<file path="src/rtl/exception_unit_if.sv">
// Controller-side bundle for the exception unit: arm/entry/return strobes,
// PC and ALU status in, exception flag, PC-mux target and saved state out.
interface exception_unit_if #(
    parameter int COUNT_W = 8
);
    logic                exp_write;
    logic                exp_state;
    logic                pc_write;
    logic [1:0]          pc_source;
    logic [31:0]         pc_in;
    logic                alu_ovf;
    logic                signed_op;
    logic                irq_in;
    logic                exp_flag;
    logic [31:0]         exc_pc;
    logic [31:0]         epc;
    logic [1:0]          cause;
    logic                kernel;
    logic [COUNT_W-1:0]  exc_count;

    modport master (
        output exp_write, exp_state, pc_write, pc_source, pc_in,
               alu_ovf, signed_op, irq_in,
        input  exp_flag, exc_pc, epc, cause, kernel, exc_count
    );

    modport slave (
        input  exp_write, exp_state, pc_write, pc_source, pc_in,
               alu_ovf, signed_op, irq_in,
        output exp_flag, exc_pc, epc, cause, kernel, exc_count
    );
endinterface

</file>
<file path="src/rtl/exception_unit.sv">
// Exception/interrupt front end for the multi-cycle CPU: arms exp_flag,
// records EPC and cause on handler entry, and supplies the PC-mux target.
module exception_unit #(
    parameter logic [31:0] EXC_VECTOR = 32'h0000_0080,
    parameter int          COUNT_W    = 8
) (
    input  logic             clk,
    input  logic             reset,
    exception_unit_if.slave  bus
);
    localparam logic [1:0] CAUSE_NONE = 2'b00;
    localparam logic [1:0] CAUSE_OVF  = 2'b01;
    localparam logic [1:0] CAUSE_IRQ  = 2'b10;

    function automatic logic [COUNT_W-1:0] sat_inc(input logic [COUNT_W-1:0] v);
        return (&v) ? v : v + {{(COUNT_W-1){1'b0}}, 1'b1};
    endfunction

    logic               s1_r, s2_r, s3_r;
    logic               irq_pend_r;
    logic               exp_flag_r;
    logic               kernel_r;
    logic [1:0]         pend_cause_r;
    logic [1:0]         cause_r;
    logic [31:0]        epc_r;
    logic [COUNT_W-1:0] count_r;

    logic rise_s, ovf_trap_s, pc_mux_s, entry_s, ret_s;

    assign rise_s     = s2_r & ~s3_r;
    assign ovf_trap_s = bus.alu_ovf & bus.signed_op;
    assign pc_mux_s   = bus.pc_write & (bus.pc_source == 2'b11);
    assign entry_s    = pc_mux_s & ~bus.exp_state;
    assign ret_s      = pc_mux_s & bus.exp_state;

    // Two-flop synchronizer for irq_in plus a delayed copy for edge detection.
    always_ff @(posedge clk or negedge reset) begin
        if (!reset) begin
            s1_r <= 1'b0;
            s2_r <= 1'b0;
            s3_r <= 1'b0;
        end else begin
            s1_r <= bus.irq_in;
            s2_r <= s1_r;
            s3_r <= s2_r;
        end
    end

    // Pending interrupt: a new edge wins over the clear from an IRQ entry.
    always_ff @(posedge clk or negedge reset) begin
        if (!reset) begin
            irq_pend_r <= 1'b0;
        end else if (rise_s) begin
            irq_pend_r <= 1'b1;
        end else if (entry_s && (pend_cause_r == CAUSE_IRQ)) begin
            irq_pend_r <= 1'b0;
        end else begin
            irq_pend_r <= irq_pend_r;
        end
    end

    // Exception request and its cause, armed on the controller's EX strobe.
    always_ff @(posedge clk or negedge reset) begin
        if (!reset) begin
            exp_flag_r   <= 1'b0;
            pend_cause_r <= CAUSE_NONE;
        end else if (bus.exp_write) begin
            exp_flag_r   <= ~kernel_r & (ovf_trap_s | irq_pend_r);
            pend_cause_r <= ovf_trap_s ? CAUSE_OVF : CAUSE_IRQ;
        end else if (entry_s) begin
            exp_flag_r   <= 1'b0;
            pend_cause_r <= pend_cause_r;
        end else begin
            exp_flag_r   <= exp_flag_r;
            pend_cause_r <= pend_cause_r;
        end
    end

    // Handler entry captures EPC/cause and enters kernel mode; return leaves it.
    always_ff @(posedge clk or negedge reset) begin
        if (!reset) begin
            epc_r    <= 32'h0000_0000;
            cause_r  <= CAUSE_NONE;
            kernel_r <= 1'b0;
            count_r  <= '0;
        end else if (entry_s) begin
            // pc_in is already PC+4, so back up to the faulting instruction.
            epc_r    <= bus.pc_in - 32'd4;
            cause_r  <= pend_cause_r;
            kernel_r <= 1'b1;
            count_r  <= sat_inc(count_r);
        end else if (ret_s) begin
            epc_r    <= epc_r;
            cause_r  <= cause_r;
            kernel_r <= 1'b0;
            count_r  <= count_r;
        end else begin
            epc_r    <= epc_r;
            cause_r  <= cause_r;
            kernel_r <= kernel_r;
            count_r  <= count_r;
        end
    end

    assign bus.exp_flag  = exp_flag_r;
    assign bus.epc       = epc_r;
    assign bus.cause     = cause_r;
    assign bus.kernel    = kernel_r;
    assign bus.exc_count = count_r;
    assign bus.exc_pc    = bus.exp_state ? epc_r : EXC_VECTOR;
endmodule
</file>
<file path="src/flat_wrapper.sv">
// flat-port wrapper written by rule: the top's interface ports become plain ports
module exception_unit_flat 
#(
    parameter logic [31:0] EXC_VECTOR = 32'h0000_0080,
    parameter int          COUNT_W    = 8
)
  (clk, reset, bus_exp_write, bus_exp_state, bus_pc_write, bus_pc_source, bus_pc_in, bus_alu_ovf, bus_signed_op, bus_irq_in, bus_exp_flag, bus_exc_pc, bus_epc, bus_cause, bus_kernel, bus_exc_count);
  exception_unit_if #(.COUNT_W(COUNT_W)) bus_i ();
  input  logic clk;
  input  logic reset;
  input wire logic [$bits(bus_i.exp_write)-1:0] bus_exp_write;
  input wire logic [$bits(bus_i.exp_state)-1:0] bus_exp_state;
  input wire logic [$bits(bus_i.pc_write)-1:0] bus_pc_write;
  input wire logic [$bits(bus_i.pc_source)-1:0] bus_pc_source;
  input wire logic [$bits(bus_i.pc_in)-1:0] bus_pc_in;
  input wire logic [$bits(bus_i.alu_ovf)-1:0] bus_alu_ovf;
  input wire logic [$bits(bus_i.signed_op)-1:0] bus_signed_op;
  input wire logic [$bits(bus_i.irq_in)-1:0] bus_irq_in;
  output wire logic [$bits(bus_i.exp_flag)-1:0] bus_exp_flag;
  output wire logic [$bits(bus_i.exc_pc)-1:0] bus_exc_pc;
  output wire logic [$bits(bus_i.epc)-1:0] bus_epc;
  output wire logic [$bits(bus_i.cause)-1:0] bus_cause;
  output wire logic [$bits(bus_i.kernel)-1:0] bus_kernel;
  output wire logic [$bits(bus_i.exc_count)-1:0] bus_exc_count;
  assign bus_i.exp_write = bus_exp_write;
  assign bus_i.exp_state = bus_exp_state;
  assign bus_i.pc_write = bus_pc_write;
  assign bus_i.pc_source = bus_pc_source;
  assign bus_i.pc_in = bus_pc_in;
  assign bus_i.alu_ovf = bus_alu_ovf;
  assign bus_i.signed_op = bus_signed_op;
  assign bus_i.irq_in = bus_irq_in;
  assign bus_exp_flag = bus_i.exp_flag;
  assign bus_exc_pc = bus_i.exc_pc;
  assign bus_epc = bus_i.epc;
  assign bus_cause = bus_i.cause;
  assign bus_kernel = bus_i.kernel;
  assign bus_exc_count = bus_i.exc_count;
  exception_unit #(.EXC_VECTOR(EXC_VECTOR), .COUNT_W(COUNT_W)) u_core (.clk(clk), .reset(reset), .bus(bus_i));
endmodule
</file>
<file path="config.mk">
export PLATFORM = sky130hd
export DESIGN_NAME = exception_unit_flat
export DESIGN_NICKNAME = d
export VERILOG_FILES = /design/src/rtl/exception_unit_if.sv /design/src/rtl/exception_unit.sv /design/src/flat_wrapper.sv
export SDC_FILE = /design/constraint.sdc
export NUM_CORES = 1
export LEC_CHECK = 0
export CAP_MARGIN = 20
export CORE_MARGIN = 2
export CORE_UTILIZATION = 46
export DETAILED_ROUTE_END_ITERATION = 16
export PLACE_DENSITY_LB_ADDON = 0.2
export SYNTH_ARGS = -nofsm -noshare
export SYNTH_HDL_FRONTEND = slang
export SYNTH_SLANG_ARGS = --single-unit
</file>
<file path="constraint.sdc">
create_clock -name clk -period 3.41 [get_ports clk]
set_clock_uncertainty 0.2 [all_clocks]
set_input_delay 0.5115 -clock clk [delete_from_list [all_inputs] [get_ports clk]]
set_output_delay 0.5115 -clock clk [all_outputs]
set_load 0.05 [all_outputs]
</file>
[Word level (Yosys, flattened, before mapping)]
Cells that the tools add are included.
Storage, ports and cells
  word-level logic and storage cells: 39
  input bits: 42
  register bits: 50
  output and inout bits: 76
Cells by class
  bitwise gates (word level): 11
  muxes and demuxes: 8
  add/subtract/negate cells: 2
  equal/unequal tests: 2
  reductions and logical operators: 6
Operators with widths (count)
  32-bit 2-to-1 mux: 1
  32-bit by 3-bit subtractor with 32-bit output (second input constant): 1
  8-bit by 1-bit adder with 8-bit output (second input constant): 1
  8-bit AND reduction: 1
  1-bit bitwise AND: 6
  1-bit 2-to-1 mux: 6
  2-bit nonzero test: 3
  2-bit equality test (second input constant): 2
  1-bit NOT: 4
  2-bit 2-to-1 mux: 1
  2-bit AND reduction: 1
  1-bit logical AND: 1
  1-bit bitwise OR: 1

[Longest topological paths before layout]
Gate-level depths: netlist of run 1.
  depth in word-level cells: 6
  depth in mapped cells: 7
  depth with buffers taken out: 7

[Worst setup path after synthesis of run 1]
No wires, ideal clock.
  path kind: flip-flop to flip-flop
  from: reg u_core.count_r[0] (netlist: u_core.bus.exc_count[0])
  to: reg u_core.count_r[1] (netlist: u_core.bus.exc_count[1])
  data arrival time: 1.910 ns
  slack: 1.175 ns
  path buffers: 0
  setup time: 0.125 ns
  clock period less this slack: 2.235 ns
  required time: 3.085 ns
  cell stages (with the launch flop): 5
  cell sequence: dfrtp_1 > ha_1 > and4_1 > a41oi_1 > mux2_2
Between the ends
  cells in the longest elaborated chain, start to end: 3
  elaborated cells on any way between the ends: 4
  classes of those cells: 1 x add/sub; 1 x bitwise; 2 x reduce/logical
RTL lines
  start, declared: RTL line exception_unit.sv:26  | logic [COUNT_W-1:0] count_r;
  start signal, assigned: RTL line exception_unit.sv:91  | count_r <= sat_inc(count_r);
  start signal, assigned: RTL line exception_unit.sv:96  | count_r <= count_r;
  start signal, assigned: RTL line exception_unit.sv:101  | count_r <= count_r;
  branches (longest 3 deep; another with 8-bit by 1-bit adder with 8-bit output)
Several ways; the timed one is not identified.
A chain may end at the register's enable or synchronous reset.

[Final worst setup path of run 1]
  from: in bus_pc_in[2]
  to: reg u_core.epc_r[22] (netlist: u_core.bus.epc[22])
Between the ends
  cells in the longest elaborated chain, start to end: 1
RTL lines
  start, declared: RTL line flat_wrapper.sv:15  | input wire logic [$bits(bus_i.pc_in)-1:0] bus_pc_in;
  32-bit by 3-bit subtractor with 32-bit output: RTL line exception_unit.sv:88  | epc_r <= bus.pc_in - 32'd4;
  end signal, assigned: RTL line exception_unit.sv:88
  end signal, assigned: RTL line exception_unit.sv:93  | epc_r <= epc_r;
  end signal, assigned: RTL line exception_unit.sv:98  | epc_r <= epc_r;
  end, declared: RTL line exception_unit.sv:25  | logic [31:0] epc_r;
No other way between the ends.

==> flow_summary_export.csv, run 1 <==
group,metric,value,unit
outcome,status,"finished, violations left",
outcome,violations,"negative hold slack",
drt,viasPerCell,5.08,
global_routing,antenna_found_initial,0,
sta,final.setup.worst_slack,0.851,ns
global_routing,grt_overflow,0,
sta,relSlewSlack,0.587,
global_routing,grt_pass1_wl,11000,µm
yosys,synth_fa_ha_area_frac,0.00927,
clock_tree,cts-htree-levels,2,
yosys,yosys_warnings,0,
die,fp.coreArea,5570,µm²
sta,final_max_slew_viol_count,0,
sta,period_share,0.750,
die,die_x,80.6,µm
worst_setup_path,r2r_slack,1.25,ns
drt,vias,2349,
worst_setup_path,cp-startpoint,"bus_pc_in[2]",
clock_tree,cts-root-buf,"clkbuf_8",
die,io_pins,118,
sta,worst_pin_slew,0.619,ns
worst_setup_path,cp.arrival,2.53,ns
sta,fin_tns_setup,0,ns
global_routing,grt_pass1_vias,2287,
worst_setup_path,endpoint,"u_core.bus.epc[22]",
worst_setup_path,slowest_delay,0.45,ns
pwr,ir_worst_vdd,0.577,mV
sta,hold_slack,-0.0194,ns
yosys,muxShareOfSynthArea,0.0167,
yosys,ys_ff_latch,50,
yosys,synth_top_family_by_area,"simple AND/OR/NAND/NOR gates",
drt,routed_wl,6710,µm
clock_tree,clk_pin_slew,0.09,ns
worst_setup_path,r2r_cells,4,
placement,pre_cts_ws,0.564,ns
placement,portBuffers,117,
global_routing,track_usage,0.221,
drt,routedWlPerCell,14.5,µm
run,drv_cap,0,
drt,drc,0,
min_path,hold_path.class,"in2async",
worst_setup_path,crit_fanout,10,
pwr,p_leak,1.73,nW
worst_setup_path,r2r_start,"u_core.bus.exc_count[0]",
worst_setup_path,path_class,"in2reg",
sta,final-setup-viol-count,0,
layout,drive_gt1_frac,0.177,
placement,hpwlAfterDp,5070,µm
worst_setup_path,crit_chain,"clkdlybuf4s50_1, inv_1, ha_1, nor4b_4, nand3_4, nor4_1, xnor2_1, o21ai_1",
clock_tree,cts_setup_buffers,0,
clock_tree,clk_latency,0.31,ns
die,die_y,80.6,µm
yosys,synthCells,274,
clock_tree,cts_tree,"done",
yosys,synth_edf_count,0,
sta,fmax,0.391,GHz
layout,area_growth,60.7,%
sta,period_needed,2.56,ns
layout,nets,433,
clock_tree,holdBufCountCts,0,
clock_tree,cts_resized,0,
pwr,power_density,538,nW/µm²
sta,grt_setup_unrepaired,"false",
layout,antenna_cells,0,
yosys,synth-xor-area-share,0.110,
yosys,synth_ff_type,"dfrtp_1",
yosys,syn_avg_cell_area,9.85,µm²
drt,ant_nets,0,
clock_tree,clockBufferDepth,2,
placement,gp_congestion,0.807,
worst_setup_path,slowest_stage,"clkdlybuf4s50_1",
worst_setup_path,r2r-end,"u_core.bus.exc_count[1]",
yosys,syn_area,2700,µm²
global_routing,grt_max_degree,70,
drt,drt_first_iter_violations,87,
layout,fillers,402,
worst_setup_path,crit_path_end_kind,"register",
yosys,synthArstFlopShare,1.00,
yosys,synth_compound_area_frac,0.0788,
die,rows,27,
clock_tree,cts_buffers,5,
worst_setup_path,start_kind,"input port",
die,fp.dieArea,6500,µm²
yosys,synthSimpleGateAreaFrac,0.297,
sta,hold_viol,24,
yosys,syn_nets,318,
worst_setup_path,worstPathRequired,3.38,ns
yosys,ys_types,41,
die,start_util,0.484,
yosys,yosysSeqAreaShare,0.463,
clock_tree,cts_sinks,50,
drt,dr.pass1.iters,4,
worst max-delay path, delay by kind of cell:
| family | cells | cell delay (ns) |
|---|---|---|
| xor gates and xnor gates | 1 | 0.17 |
| adders and majority gates | 1 | 0.20 |
| and+or+nand+nor | 3 | 1.05 |
| AOI/OAI and AO/OA | 1 | 0.07 |
| buffers and inverters | 2 | 0.53 |
layout make-up:
class,count,area [µm²],area share
sequential,50,1250,0.288
clock inverter,2,13.8,0.00317
timing repair buffer,120,1510,0.348
tap,72,90.1,0.0208
multi-input combinational,207,1380,0.319
inverter,5,18.8,0.00433
clock buffer,6,72.6,0.0167
synth_stat cells (all sizes together), types with 2 or more instances:
cell type   n  area [µm²]
o21ai      35         183
or4         2        22.5
and2       31         194
mux2        4        45.0
xnor2      27         236
nor4       12         134
xor2        7        61.3
clkbuf     11        41.3
nor3        7        45.0
nor2        9        33.8
dfrtp      50        1250
nand2      40         153
or2         3        18.8
nand2b      2        20.0
nand4       4        40.0
inv         5        18.8
ha          2        25.0
or3         5        36.3
nand3       8        52.6
worst min path at each step:
stage                startpoint                      end  slack, ns
CTS                 u_core.s1_r              u_core.s2_r       0.16
global placement    u_core.s1_r              u_core.s2_r       0.13
global route              reset  u_core.bus.exc_count[4]       0.02
detailed placement  u_core.s1_r              u_core.s2_r       0.14
floorplan                 reset      u_core.bus.cause[0]       0.02
finish                    reset  u_core.bus.exc_count[4]      -0.02
state kept, by name, indices dropped and copies added (netlist names):
name,cells
u_core.bus.kernel,1
u_core.bus.exp_flag,1
u_core.s1_r,1
u_core.bus.cause,2
u_core.pend_cause_r,2
u_core.irq_pend_r,1
u_core.bus.epc,32
u_core.s2_r,1
u_core.s3_r,1
u_core.bus.exc_count,8
report_power, final:
part	internal (mW)	switching, mW	leakage, nW
Combinational	0.466	0.734	1.07
Clock	0.145	0.194	0.0452
Sequential	0.700	0.0937	0.623
Total	1.31	1.02	1.73
placed cells by master, fill, tap and decap left out, drive strengths merged, types with 2 or more instances in the layout:
cell           count
buf               36
clkbuf             6
o21ai             35
nand3              8
nand2             40
or2                3
inv                5
and2              31
dfrtp             50
xnor2             27
mux2               4
clkdlybuf4s50     84
clkinv             2
ha                 2
or4                2
xor2               7
nor3               7
nand2b             2
nor4              12
or3                5
nand4              4
nor2               9
cells by family after synthesis:
group | Yosys count
flops | 50
mux | 4
xor+xnor | 34
simple gates | 128
compound gates | 39
buf+inv | 17
fa+ha+maj | 2
per-layer routing:
metal  track usage  up-vias  routed length [µm]
met3        0.0506        9                 386
met5             0        -                   0
met2         0.374       73                3470
met1         0.280     1111                2750
li1              -     1156                   -
met4        0.0695        0                 102
per-stage QoR:
stage	cells	cell area (µm²)	power [mW]	hold slack (ns)	utilization
after global routing	462	4340	2.45	0.0199	0.778
after CTS	461	4320	2.35	0.158	0.775
after global placement	453	4230	1.99	0.134	0.759
after detailed placement	453	4230	2.01	0.137	0.759
after floorplan	274	2700	1.48	0.0159	-
final	462	4340	2.33	-0.0194	0.778
(Power assumes the default switching activity.)
==> run 2, diff against run 1 <==
--- a/config.mk
+++ b/config.mk
@@ -7,7 +7,7 @@
 export LEC_CHECK = 0
 export CAP_MARGIN = 20
 export CORE_MARGIN = 2
-export CORE_UTILIZATION = 46
+export CORE_UTILIZATION = 42
 export DETAILED_ROUTE_END_ITERATION = 16
 export PLACE_DENSITY_LB_ADDON = 0.2
 export SYNTH_ARGS = -nofsm -noshare
==> constraint.sdc (replaced) <==
create_clock -name clk -period 2.4 [get_ports clk]
set_clock_uncertainty 0.2 [all_clocks]
set_input_delay 0.36 -clock clk [delete_from_list [all_inputs] [get_ports clk]]
set_output_delay 0.36 -clock clk [all_outputs]
set_load 0.05 [all_outputs]
==> run 2 against run 1 <==
The flow now finishes without violations; critical path depth did not move; register-to-register slack got worse by 0.81 ns; total power up 48%; highest routed layer unchanged; clock power grew 74%; worst hold slack better by 0.18 ns.
==> flow_summary_export.csv, run 2 (synthesis gave the netlist of run 1 again) <==
group,metric,value,unit
sta,worst_pin_slew,0.626,ns
clock_tree,clk_pin_slew,0.09,ns
run,drv_cap,0,
pwr,p_leak,1.87,nW
global_routing,grt_overflow,0,
sta,relSlewSlack,0.583,
die,rows,29,
global_routing,track_usage,0.205,
pwr,ir_worst_vdd,0.555,mV
layout,area_growth,69.6,%
outcome,status,"complete, no violations",
min_path,hold_path.class,"reg2reg",
layout,finalInstanceArea,4580,µm²
die,die_x,84.2,µm
clock_tree,clk_latency,0.30,ns
global_routing,antenna_found_initial,0,
layout,stdcell_count,493,
clock_tree,cts_buffers,5,
sta,hold_viol,0,
drt,dr.max_layer_used,"met4",
placement,hpwlAfterDp,5250,µm
drt,routedWlPerCell,13.8,µm
layout,final_common_cell,"clkdlybuf4s50_1",
worst_setup_path,path_class,"in2reg",
sta,final-setup-viol-count,0,
sta,final_max_slew_viol_count,0,
layout,largest_register_ffs,32,
drt,dr_wl_met3,420,µm
die,fp.coreArea,6280,µm²
clock_tree,cts_resized,0,
sta,grt_setup_unrepaired,"false",
clock_tree,cts-htree-levels,2,
die,die_y,84.2,µm
pwr,power_density,755,nW/µm²
drt,vias,2437,
layout,antenna_cells,0,
global_routing,grt_pass1_vias,2488,
worst_setup_path,start_kind,"input port",
placement,place_area,4460,µm²
die,io_pins,118,
die,fp.dieArea,7090,µm²
global_routing,grt_pass1_wl,11700,µm
worst_setup_path,crit_path_end_kind,"register",
drt,drt_first_iter_violations,68,
worst_setup_path,crit_fanout,10,
worst_setup_path,worstPathRequired,2.38,ns
global_routing,grt_max_degree,69,
placement,place_inst,484,
clock_tree,cts_tree,"done",
clock_tree,cts_sinks,50,
clock_tree,cts-root-buf,"clkbuf_8",
sta,fmax,0.454,GHz
drt,wl_met2,3540,µm
sta,period_share,0.918,
drt,ant_nets,0,
layout,nets,459,
sta,period_needed,2.20,ns
placement,portBuffers,117,
placement,gp_congestion,0.795,
layout,drive_gt1_frac,0.226,
layout,final_cell_mix,"clkdlybuf4s50_1, dfrtp_1, nand2_1, buf_12, and2_1",
drt,dr.pass1.iters,4,
worst_setup_path,cp.arrival,2.18,ns
clock_tree,clockBufferDepth,2,
drt,drc,0,
drt,viasPerCell,4.94,
drt,drt-met1-wl,2770,µm
die,start_util,0.430,
drt,routed_wl,6810,µm
run 2: cell types whose count changed in the layout (fill, tap and decap cells not counted), sizes merged:
cell,delta
bufinv,+1
clkinvlp,+1
dlygate4sd3,+1
buf,+25
clkinv,-2
run 2: metal layers:
metal,vias to the layer above,GRT usage
met2,71,0.362
met5,-,0
met3,5,0.0521
met4,0,0.0630
li1,1206,-
met1,1155,0.247
run 2: repair_timing:
action	4_1_cts	5_1_grt
hold endpoints to repair	50	0
setup buffers	0	0
hold buffers	1	0
endpoints found under the setup margin	0	0
run 2: worst max-delay path, cell delays in order:
cell	delay, ns
clkdlybuf4s50_1	0.44
inv_1	0.07
ha_1	0.16
nor4b_4	0.29
nand3_4	0.23
nor4_1	0.38
xnor2_1	0.16
o21ai_1	0.07
run 2: per-stage QoR:
| step | hold slack [ns] | setup TNS, ns | worst slack [ns] | util | total power, mW |
|---|---|---|---|---|---|
| after floorplan | -0.136 | 0 | 0.165 | - | 2.10 |
| after global placement | 0.136 | -0.111 | -0.0429 | 0.710 | 2.86 |
| after detailed placement | 0.145 | -0.944 | -0.165 | 0.710 | 2.90 |
| after CTS | 0.166 | 0 | 0.148 | 0.730 | 3.49 |
| after global routing | 0.189 | 0 | 0.0953 | 0.730 | 3.62 |
| final | 0.161 | 0 | 0.198 | 0.730 | 3.46 |
run 2: cell type report:
| type | count | area, µm² |
|---|---|---|
| clock buffer | 6 | 72.6 |
| clock inverter | 2 | 37.5 |
| fill | 486 | 1700 |
| inverter | 5 | 18.8 |
| multi-input combinational | 207 | 1380 |
| sequential | 50 | 1250 |
| tap | 77 | 96.3 |
| timing repair buffer | 146 | 1720 |
run 2: final timing paths:
kind	from	end	slack, ns	cells past startpoint
setup / recovery	bus_pc_in[3]	u_core.bus.epc[22]	0.20	8
hold / removal	u_core.s1_r	u_core.s2_r	0.16	0
setup reg to reg	u_core.bus.exc_count[0]	u_core.bus.exc_count[1]	0.44	5
hold reg to reg	u_core.s1_r	u_core.s2_r	0.16	0
max in group asynchronous	reset	u_core.bus.epc[16]	1.09	3
min in group asynchronous	reset	u_core.bus.exc_count[6]	0.49	3
run 2: power breakdown:
group          switching [mW]  internal [mW]
logic                    1.04          0.688
clock network           0.280          0.311
registers               0.141          0.995
total                    1.46           1.99
==> run 3, diff against run 2 <==
--- a/config.mk
+++ b/config.mk
@@ -6,8 +6,10 @@
 export NUM_CORES = 1
 export LEC_CHECK = 0
 export CAP_MARGIN = 20
+export CELL_PAD_IN_SITES_DETAIL_PLACEMENT = 0
+export CELL_PAD_IN_SITES_GLOBAL_PLACEMENT = 1
 export CORE_MARGIN = 2
-export CORE_UTILIZATION = 42
+export CORE_UTILIZATION = 31
 export DETAILED_ROUTE_END_ITERATION = 16
 export PLACE_DENSITY_LB_ADDON = 0.2
 export SYNTH_ARGS = -nofsm -noshare
==> run 3 against run 2 <==
Setup slack got worse by 0.058 ns; core utilization down 18 points; critical path type unchanged; register-to-register slack is essentially flat; final cell count up 7.1%; flip-flop and latch count did not move; final area up 2.4%.
==> flow_summary_export.csv, run 3 (synthesis gave the netlist of run 1 again) <==
group,metric,value,unit
worst_setup_path,crit_fanout,10,
global_routing,track_usage,0.153,
drt,dr.pass1.iters,4,
layout,final_common_cell,"clkdlybuf4s50_1",
placement,hpwlAfterDp,5470,µm
die,rows,34,
placement,gp_congestion,0.786,
pwr,p_int,2.00,mW
drt,ant_nets,0,
min_path,holdPathEnd,"u_core.s2_r",
global_routing,grt_max_degree,69,
clock_tree,clk_latency,0.30,ns
drt,viasPerCell,4.55,
worst_setup_path,cp.arrival,2.24,ns
layout,final_cell_mix,"clkdlybuf4s50_1, dfrtp_1, nand2_1, buf_12, and2_1",
drt,routed_wl,7150,µm
global_routing,met3_usage,0.0245,
min_path,min-delay-start,"u_core.s1_r",
die,io_pins,118,
layout,area_growth,73.7,%
placement,place_inst,518,
pwr,clock_power_share,0.175,
layout,final_core_utilization,0.546,
sta,relSlewSlack,0.570,
worst_setup_path,r2r_cells,5,
placement,pre_cts_ws,-0.252,ns
die,fp.dieArea,9470,µm²
pwr,power_frac_seq,0.327,
clock_tree,cts-root-buf,"clkbuf_8",
sta,period_share,0.942,
layout,antenna_cells,0,
pwr,power_frac_comb,0.498,
global_routing,grtUsageMet1,0.209,
worst_setup_path,r2r_start,"u_core.bus.exc_count[0]",
global_routing,top_usage_layer,"met2",
die,die_y,97.3,µm
placement,portBuffers,117,
min_path,whs_path_depth,0,
layout,finalInstanceArea,4690,µm²
global_routing,antenna_found_initial,0,
sta,hold_viol,0,
global_routing,grt_overflow,0,
sta,final_max_slew_viol_count,0,
sta,period_needed,2.26,ns
layout,nets,463,
worst_setup_path,r2r-end,"u_core.bus.exc_count[1]",
placement,place_area,4530,µm²
clock_tree,cts_buffers,5,
clock_tree,clockBufferDepth,2,
drt,vias,2400,
outcome,status,"complete, no violations",
clock_tree,clk_pin_slew,0.10,ns
worst_setup_path,crit_path_end_kind,"register",
layout,drive_gt1_frac,0.240,
pwr,swShare,0.425,
sta,fmax,0.442,GHz
die,start_util,0.314,
worst_setup_path,start_kind,"input port",
worst_setup_path,worstPathRequired,2.38,ns
run,drv_cap,0,
sta,final.setup.worst_slack,0.140,ns
sta,final-setup-viol-count,0,
pwr,ir_worst_vdd,0.322,mV
clock_tree,cts_sinks,50,
global_routing,use_met2,0.254,
layout,stdcell_count,528,
sta,worst_pin_slew,0.645,ns
min_path,hold_path.class,"reg2reg",
die,fp.coreArea,8590,µm²
drt,drc,0,
drt,routedWlPerCell,13.5,µm
global_routing,grt_pass1_wl,11900,µm
pwr,p_switching,1.48,mW
worst_setup_path,path_class,"in2reg",
drt,drt_first_iter_violations,28,
worst_setup_path,r2r_slack,0.45,ns
die,die_x,97.3,µm
pwr,p_leak,1.90,nW
pwr,power_density,741,nW/µm²
layout,largest_register_ffs,32,
clock_tree,cts_tree,"done",
clock_tree,cts-htree-levels,2,
global_routing,grt_pass1_vias,2339,
-- run 3: worst max path at each step --
stage,cells after the start,from,endpoint
CTS,8,bus_pc_in[2],u_core.bus.epc[22]
floorplan,4,u_core.bus.exc_count[0],u_core.bus.exc_count[1]
global placement,8,bus_pc_in[2],u_core.bus.epc[22]
detailed placement,8,bus_pc_in[2],u_core.bus.epc[22]
global route,9,bus_pc_in[2],u_core.bus.epc[28]
finish,9,bus_pc_in[2],u_core.bus.epc[30]
-- run 3: what timing repair did --
action / in CTS / in global routing
hold endpoints to repair: 23 / 0
setup buffers: 0 / 1
resized for setup: 0 / 2
hold buffers: 1 / 0
setup endpoints to repair: 0 / 5
-- run 3: power by group through the flow --
stage | registers [mW] | logic [mW] | clock network (mW)
6_report | 1.14 | 1.73 | 0.609
5_1_grt | 1.16 | 1.81 | 0.672
4_1_cts | 1.14 | 1.75 | 0.634
3_5_place_dp | 1.15 | 1.75 | 0
3_3_place_gp | 1.14 | 1.73 | 0
2_1_floorplan | 1.64 | 0.453 | 0
-- run 3: cell type report --
type                            instances  area, µm²
Timing Repair Buffer                  150       1770
Sequential cell                        50       1250
Inverter                                5       18.8
Tap cell                              108        135
Clock buffer                            5       68.8
Clock inverter                          3       45.0
Fill cell                             778       3900
Multi-Input combinational cell        207       1400
-- run 3: through the flow --
stage	hold WS (ns)	power, mW	setup TNS, ns
final	0.157	3.48	0
after global routing	0.169	3.65	-0.0191
after CTS	0.160	3.52	0
after detailed placement	0.137	2.90	-2.10
after global placement	0.133	2.88	-1.27
after floorplan	-0.136	2.10	0
-- run 3: metal layers --
metal	vias up	share of wire
met5	-	0
met4	0	0.011
met3	5	0.043
met2	71	0.47
met1	1107	0.48
li1	1217	-
-- run 3: worst max-delay path, stage by stage --
cell and delay, ns:
clkdlybuf4s50_1 0.44, inv_1 0.07, ha_1 0.22, nor4b_4 0.36, nand3_4 0.12, buf_12 0.17, nor4_2 0.27, xnor2_1 0.16
o21ai_2 0.06
==> variant 1, RTL diff (settings of run 1) <==
`COUNT_W` is set to 8 in 3 places; all go to 9.
--- a/src/rtl/exception_unit_if.sv
+++ b/src/rtl/exception_unit_if.sv
@@ -1,7 +1,7 @@
 // Controller-side bundle for the exception unit: arm/entry/return strobes,
 // PC and ALU status in, exception flag, PC-mux target and saved state out.
 interface exception_unit_if #(
-    parameter int COUNT_W = 8
+    parameter int COUNT_W = 9
 );
     logic                exp_write;
     logic                exp_state;
--- a/src/rtl/exception_unit.sv
+++ b/src/rtl/exception_unit.sv
@@ -2,7 +2,7 @@
 // records EPC and cause on handler entry, and supplies the PC-mux target.
 module exception_unit #(
     parameter logic [31:0] EXC_VECTOR = 32'h0000_0080,
-    parameter int          COUNT_W    = 8
+    parameter int          COUNT_W    = 9
 ) (
     input  logic             clk,
     input  logic             reset,
--- a/src/flat_wrapper.sv
+++ b/src/flat_wrapper.sv
@@ -2,7 +2,7 @@
 module exception_unit_flat 
 #(
     parameter logic [31:0] EXC_VECTOR = 32'h0000_0080,
-    parameter int          COUNT_W    = 8
+    parameter int          COUNT_W    = 9
 )
   (clk, reset, bus_exp_write, bus_exp_state, bus_pc_write, bus_pc_source, bus_pc_in, bus_alu_ovf, bus_signed_op, bus_irq_in, bus_exp_flag, bus_exc_pc, bus_epc, bus_cause, bus_kernel, bus_exc_count);
   exception_unit_if #(.COUNT_W(COUNT_W)) bus_i ();
Ports: changed (resized bus_exc_count); port bits go from 118 to 119. The function was not compared with the original's and may differ.
==> variant 1 against run 1 <==
Design area rose by 0.63%. Via count grew 1.4%. First-iteration DRC count up 31%. Total power is 0.66% higher. Routed wire length increased by 1.1%. Worst setup slack worse by 0.12 ns. Non-clock buffer count increased by 1. Synthesized cell count increased by 3.3%. Sequential share of layout area rose by 0.39 points. Synthesized area is 0.70% higher. Sequential cell count grew 1. Largest cell class unchanged.
==> variant 1: results (changes against run 1) <==
{| class="wikitable"
! Metric !! Value
|-
| Final layout net count || 444 (+2.5%)
|-
| Pin count of the biggest net entering global routing || 69 (-1.4%)
|-
| Outcome || finished, final reports clean
|-
| Number of ordinary inverters in the final layout || 4 (-1)
|-
| Number of fill cells || 436 (+8.5%)
|-
| Post-Synthesis Cells || 283 (+3.3%)
|-
| Arr. time, crit path || 2.65 ns (+0.12 ns)
|-
| Synth Area in Compound Gates || 0.07915 (+0.0003766)
|-
| Global-route met1 utilization || 0.2762 (-0.004251)
|-
| Post-DP HPWL || 5.303 mm (+4.7%)
|-
| Synth area leaders || dfrtp_1, and2_1, xnor2_1
|-
| Mux cell area share after synthesis || 0.02071 (+0.004027)
|-
| Synthesized area per cell || 9.607 um^2 (-2.5%)
|-
| Aggregate routed wire length || 6.788 mm (+1.1%)
|-
| Mean number of vias per cell || 5.013 (-1.4%)
|-
| Worst Hold Slack || 0.009449 ns (+0.02886 ns)
|-
| Sum of met2 wire segment lengths after detailed routing || 3.420 mm (-1.5%)
|-
| Count of different cell masters after synthesis || 36 (-12%)
|-
| Placed Cells || 467 (+3.1%)
|-
| Worst slack after detailed placement || 0.4018 ns (-0.1617 ns)
|-
| Met2 Track Usage GR || 0.3694 (-0.004745)
|-
| Met3 Usage GRT || 0.04444 (-0.006117)
|-
| #MultiIn Comb || 216 (+4.3%)
|-
| Post-synthesis xor/xnor area fraction || 0.1063 (-0.003983)
|-
| Max VDD drop || 0.3546 mV (-39%)
|-
| Area used by multi-input combinational logic || 1374 um^2 (-0.72%)
|-
| Synthesized Nets || 328 (+3.1%)
|-
| Relative area of clock buffers and inverters in the final design || 0.02034 (+0.0004476)
|-
| Port Buf Inserts || 118 (+0.85%)
|-
| Master of the slowest instance on the critical path || or4b_1
|-
| Routability congestion estimate || 0.7835 (-2.9%)
|-
| Placed instance area || 4278 um^2 (+1.1%)
|-
| Number of global-route vias before repair || 2337 (+2.2%)
|-
| Area growth, synth to finish || 60.61% (about the same)
|-
| Sequential cells || 51 (+2.0%)
|-
| Adder and majority cell fraction of the synthesized area || 0.01381 (+0.004538)
|-
| Worst-path maximum fanout || 7 (-3)
|-
| Seq. cell area || 1276 um^2 (+2.0%)
|-
| Slowest Stage Delay on Critical Path || 0.63 ns (+0.18 ns)
|}
[variant 1: cell types whose count changed after synthesis, moves of 3 or more]
cell,change
or4_1,+3
o21ai_0,-4
xnor2_1,-9
xor2_1,+8
nand4b_1,+3
nor4_2,-5
nor2_1,+6
nand4_1,+4
a21oi_1,+3
[variant 1: worst max path at each step]
stage | slack (ns) | start | to | cells after the start
6_report | 0.73 | bus_pc_in[2] | u_core.bus.epc[20] | 8
5_1_grt | 0.62 | bus_pc_in[2] | u_core.bus.epc[20] | 8
4_1_cts | 0.72 | bus_pc_in[2] | u_core.bus.epc[20] | 8
3_5_place_dp | 0.40 | bus_pc_in[2] | u_core.bus.epc[20] | 8
3_3_place_gp | 0.50 | bus_pc_in[2] | u_core.bus.epc[20] | 8
2_1_floorplan | 1.12 | bus_pc_in[2] | u_core.bus.epc[20] | 8
[variant 1: report_power, final]
group / internal (mW) / switching, mW
combinational: 0.465 / 0.728
clock: 0.148 / 0.203
sequential: 0.712 / 0.0924
total: 1.32 / 1.02
==> variant 2, RTL diff (flow settings as in run 1) <==
Made on the original files. Reset style: synchronous (`reset`), changed in 4 clocked blocks.
--- a/src/rtl/exception_unit.sv
+++ b/src/rtl/exception_unit.sv
@@ -34,7 +34,7 @@
     assign ret_s      = pc_mux_s & bus.exp_state;
 
     // Two-flop synchronizer for irq_in plus a delayed copy for edge detection.
-    always_ff @(posedge clk or negedge reset) begin
+    always_ff @(posedge clk) begin
         if (!reset) begin
             s1_r <= 1'b0;
             s2_r <= 1'b0;
@@ -47,7 +47,7 @@
     end
 
     // Pending interrupt: a new edge wins over the clear from an IRQ entry.
-    always_ff @(posedge clk or negedge reset) begin
+    always_ff @(posedge clk) begin
         if (!reset) begin
             irq_pend_r <= 1'b0;
         end else if (rise_s) begin
@@ -60,7 +60,7 @@
     end
 
     // Exception request and its cause, armed on the controller's EX strobe.
-    always_ff @(posedge clk or negedge reset) begin
+    always_ff @(posedge clk) begin
         if (!reset) begin
             exp_flag_r   <= 1'b0;
             pend_cause_r <= CAUSE_NONE;
@@ -77,7 +77,7 @@
     end
 
     // Handler entry captures EPC/cause and enters kernel mode; return leaves it.
-    always_ff @(posedge clk or negedge reset) begin
+    always_ff @(posedge clk) begin
         if (!reset) begin
             epc_r    <= 32'h0000_0000;
             cause_r  <= CAUSE_NONE;
Check against the original RTL: differs if reset is asserted again (counterexample within 4 cycles, from zero or initial values and one cycle with reset low); with reset held inactive, the same outputs for 10 cycles.
==> variant 2 against run 1 <==
Worst setup slack lost 0.45 ns. Routed wire length shrank 5.1%. Register-to-register slack gained 0.20 ns. Sequential cell count is the same. Synthesized area shrank 3.6%. First-iteration DRC count shrank 2.3%. Sequential share of layout area shrank 2.7 points. Design area shrank 12%. Non-clock buffer count grew 2. Largest cell class is now multi-input gates.
Power is not compared: it rests on default switching activity, and its combinational part moved more than twofold at a synthesized area within 25%.
==> variant 2: results (changes against run 1) <==
{| class="wikitable"
! Metric !! Value
|-
| Synth area leaders || dfxtp_1, xnor2_1, and2_1
|-
| Seq. cell area || 1001 um^2 (-20%)
|-
| Count of different cell masters after synthesis || 40 (-2.4%)
|-
| Placed instance area || 3714 um^2 (-12%)
|-
| #MultiIn Comb || 224 (+8.2%)
|-
| Number of fill cells || 471 (+17%)
|-
| Worst slack after detailed placement || 0.09356 ns (-0.4700 ns)
|-
| Final core occ || 0.6994 (-0.07909)
|-
| Mean number of vias per cell || 5.092 (+0.15%)
|-
| Share of flip-flops with an asynchronous set or reset after synthesis || 0 (-1.000)
|-
| Met3 wire len || 361 um (-6.5%)
|-
| Total global routing track utilization || 0.2091 (-0.01198)
|-
| Count of non-CTS buffers in the layout || 122 (+1.7%)
|-
| Synthesized Nets || 341 (+7.2%)
|-
| Area used by multi-input combinational logic || 1483 um^2 (+7.1%)
|-
| Commonest cells post-synth || dfxtp_1, and2_1, nor2_1
|-
| Met1 Routed Length || 2.710 mm (-1.5%)
|-
| Pin slew with the least headroom to its limit || 0.7440 ns (+0.1250 ns)
|-
| Number of global-route vias before repair || 2317 (+1.3%)
|-
| Layout cells sized above 1 || 0.1450 (-0.03196)
|-
| Final layout net count || 450 (+3.9%)
|-
| Number of ordinary inverters in the final layout || 3 (-2)
|-
| Mux cell area share after synthesis || 0.01538 (-0.001305)
|-
| Post-DP HPWL || 4.651 mm (-8.2%)
|-
| Routability congestion estimate || 0.7856 (-2.7%)
|-
| Pin count of the biggest net entering global routing || 68 (-2.9%)
|-
| Type of the worst min-delay path || reg -> reg
|-
| Outcome || finished, final reports clean
|-
| Synth Area in Compound Gates || 0.1350 (+0.05625)
|-
| First-pass GRT wire length || 10.49 mm (-4.5%)
|-
| Relative area of clock buffers and inverters in the final design || 0.02975 (+0.009852)
|-
| Sum of met2 wire segment lengths after detailed routing || 3.217 mm (-7.3%)
|-
| Placed Cells || 471 (+4.0%)
|-
| Post-synthesis xor/xnor area fraction || 0.1043 (-0.006011)
|}
-- variant 2: cell count changes after synthesis, sizes merged, moves of 5 or more --
cell / change
dfrtp: -50
dfxtp: +50
nand2: -32
a21oi: +27
nor2: +20
o21ai: -10
a211oi: +6
buf: +5
-- variant 2: routing by layer --
layer | track usage | up-vias
li1 | - | 1247
met1 | 0.2523 | 1119
met2 | 0.3695 | 67
met3 | 0.04773 | 6
met4 | 0.06207 | 0
met5 | 0 | -
-- variant 2: final timing paths --
check,startpoint,to,slack [ns],cells after the start
max,bus_pc_in[2],u_core.bus.epc[14],0.40,8
min,u_core.s1_r,u_core.s2_r,0.24,1
max reg2reg,u_core.bus.exc_count[0],u_core.bus.exc_count[7],1.45,6
min reg2reg,u_core.s1_r,u_core.s2_r,0.24,1
-- variant 2: critical path, cell delays in order --
cell             delay [ns]
clkdlybuf4s50_1        0.45
inv_1                  0.07
ha_1                   0.18
or4b_4                 0.49
or3b_1                 0.64
or3_1                  0.42
xor2_1                 0.14
a21oi_1                0.08
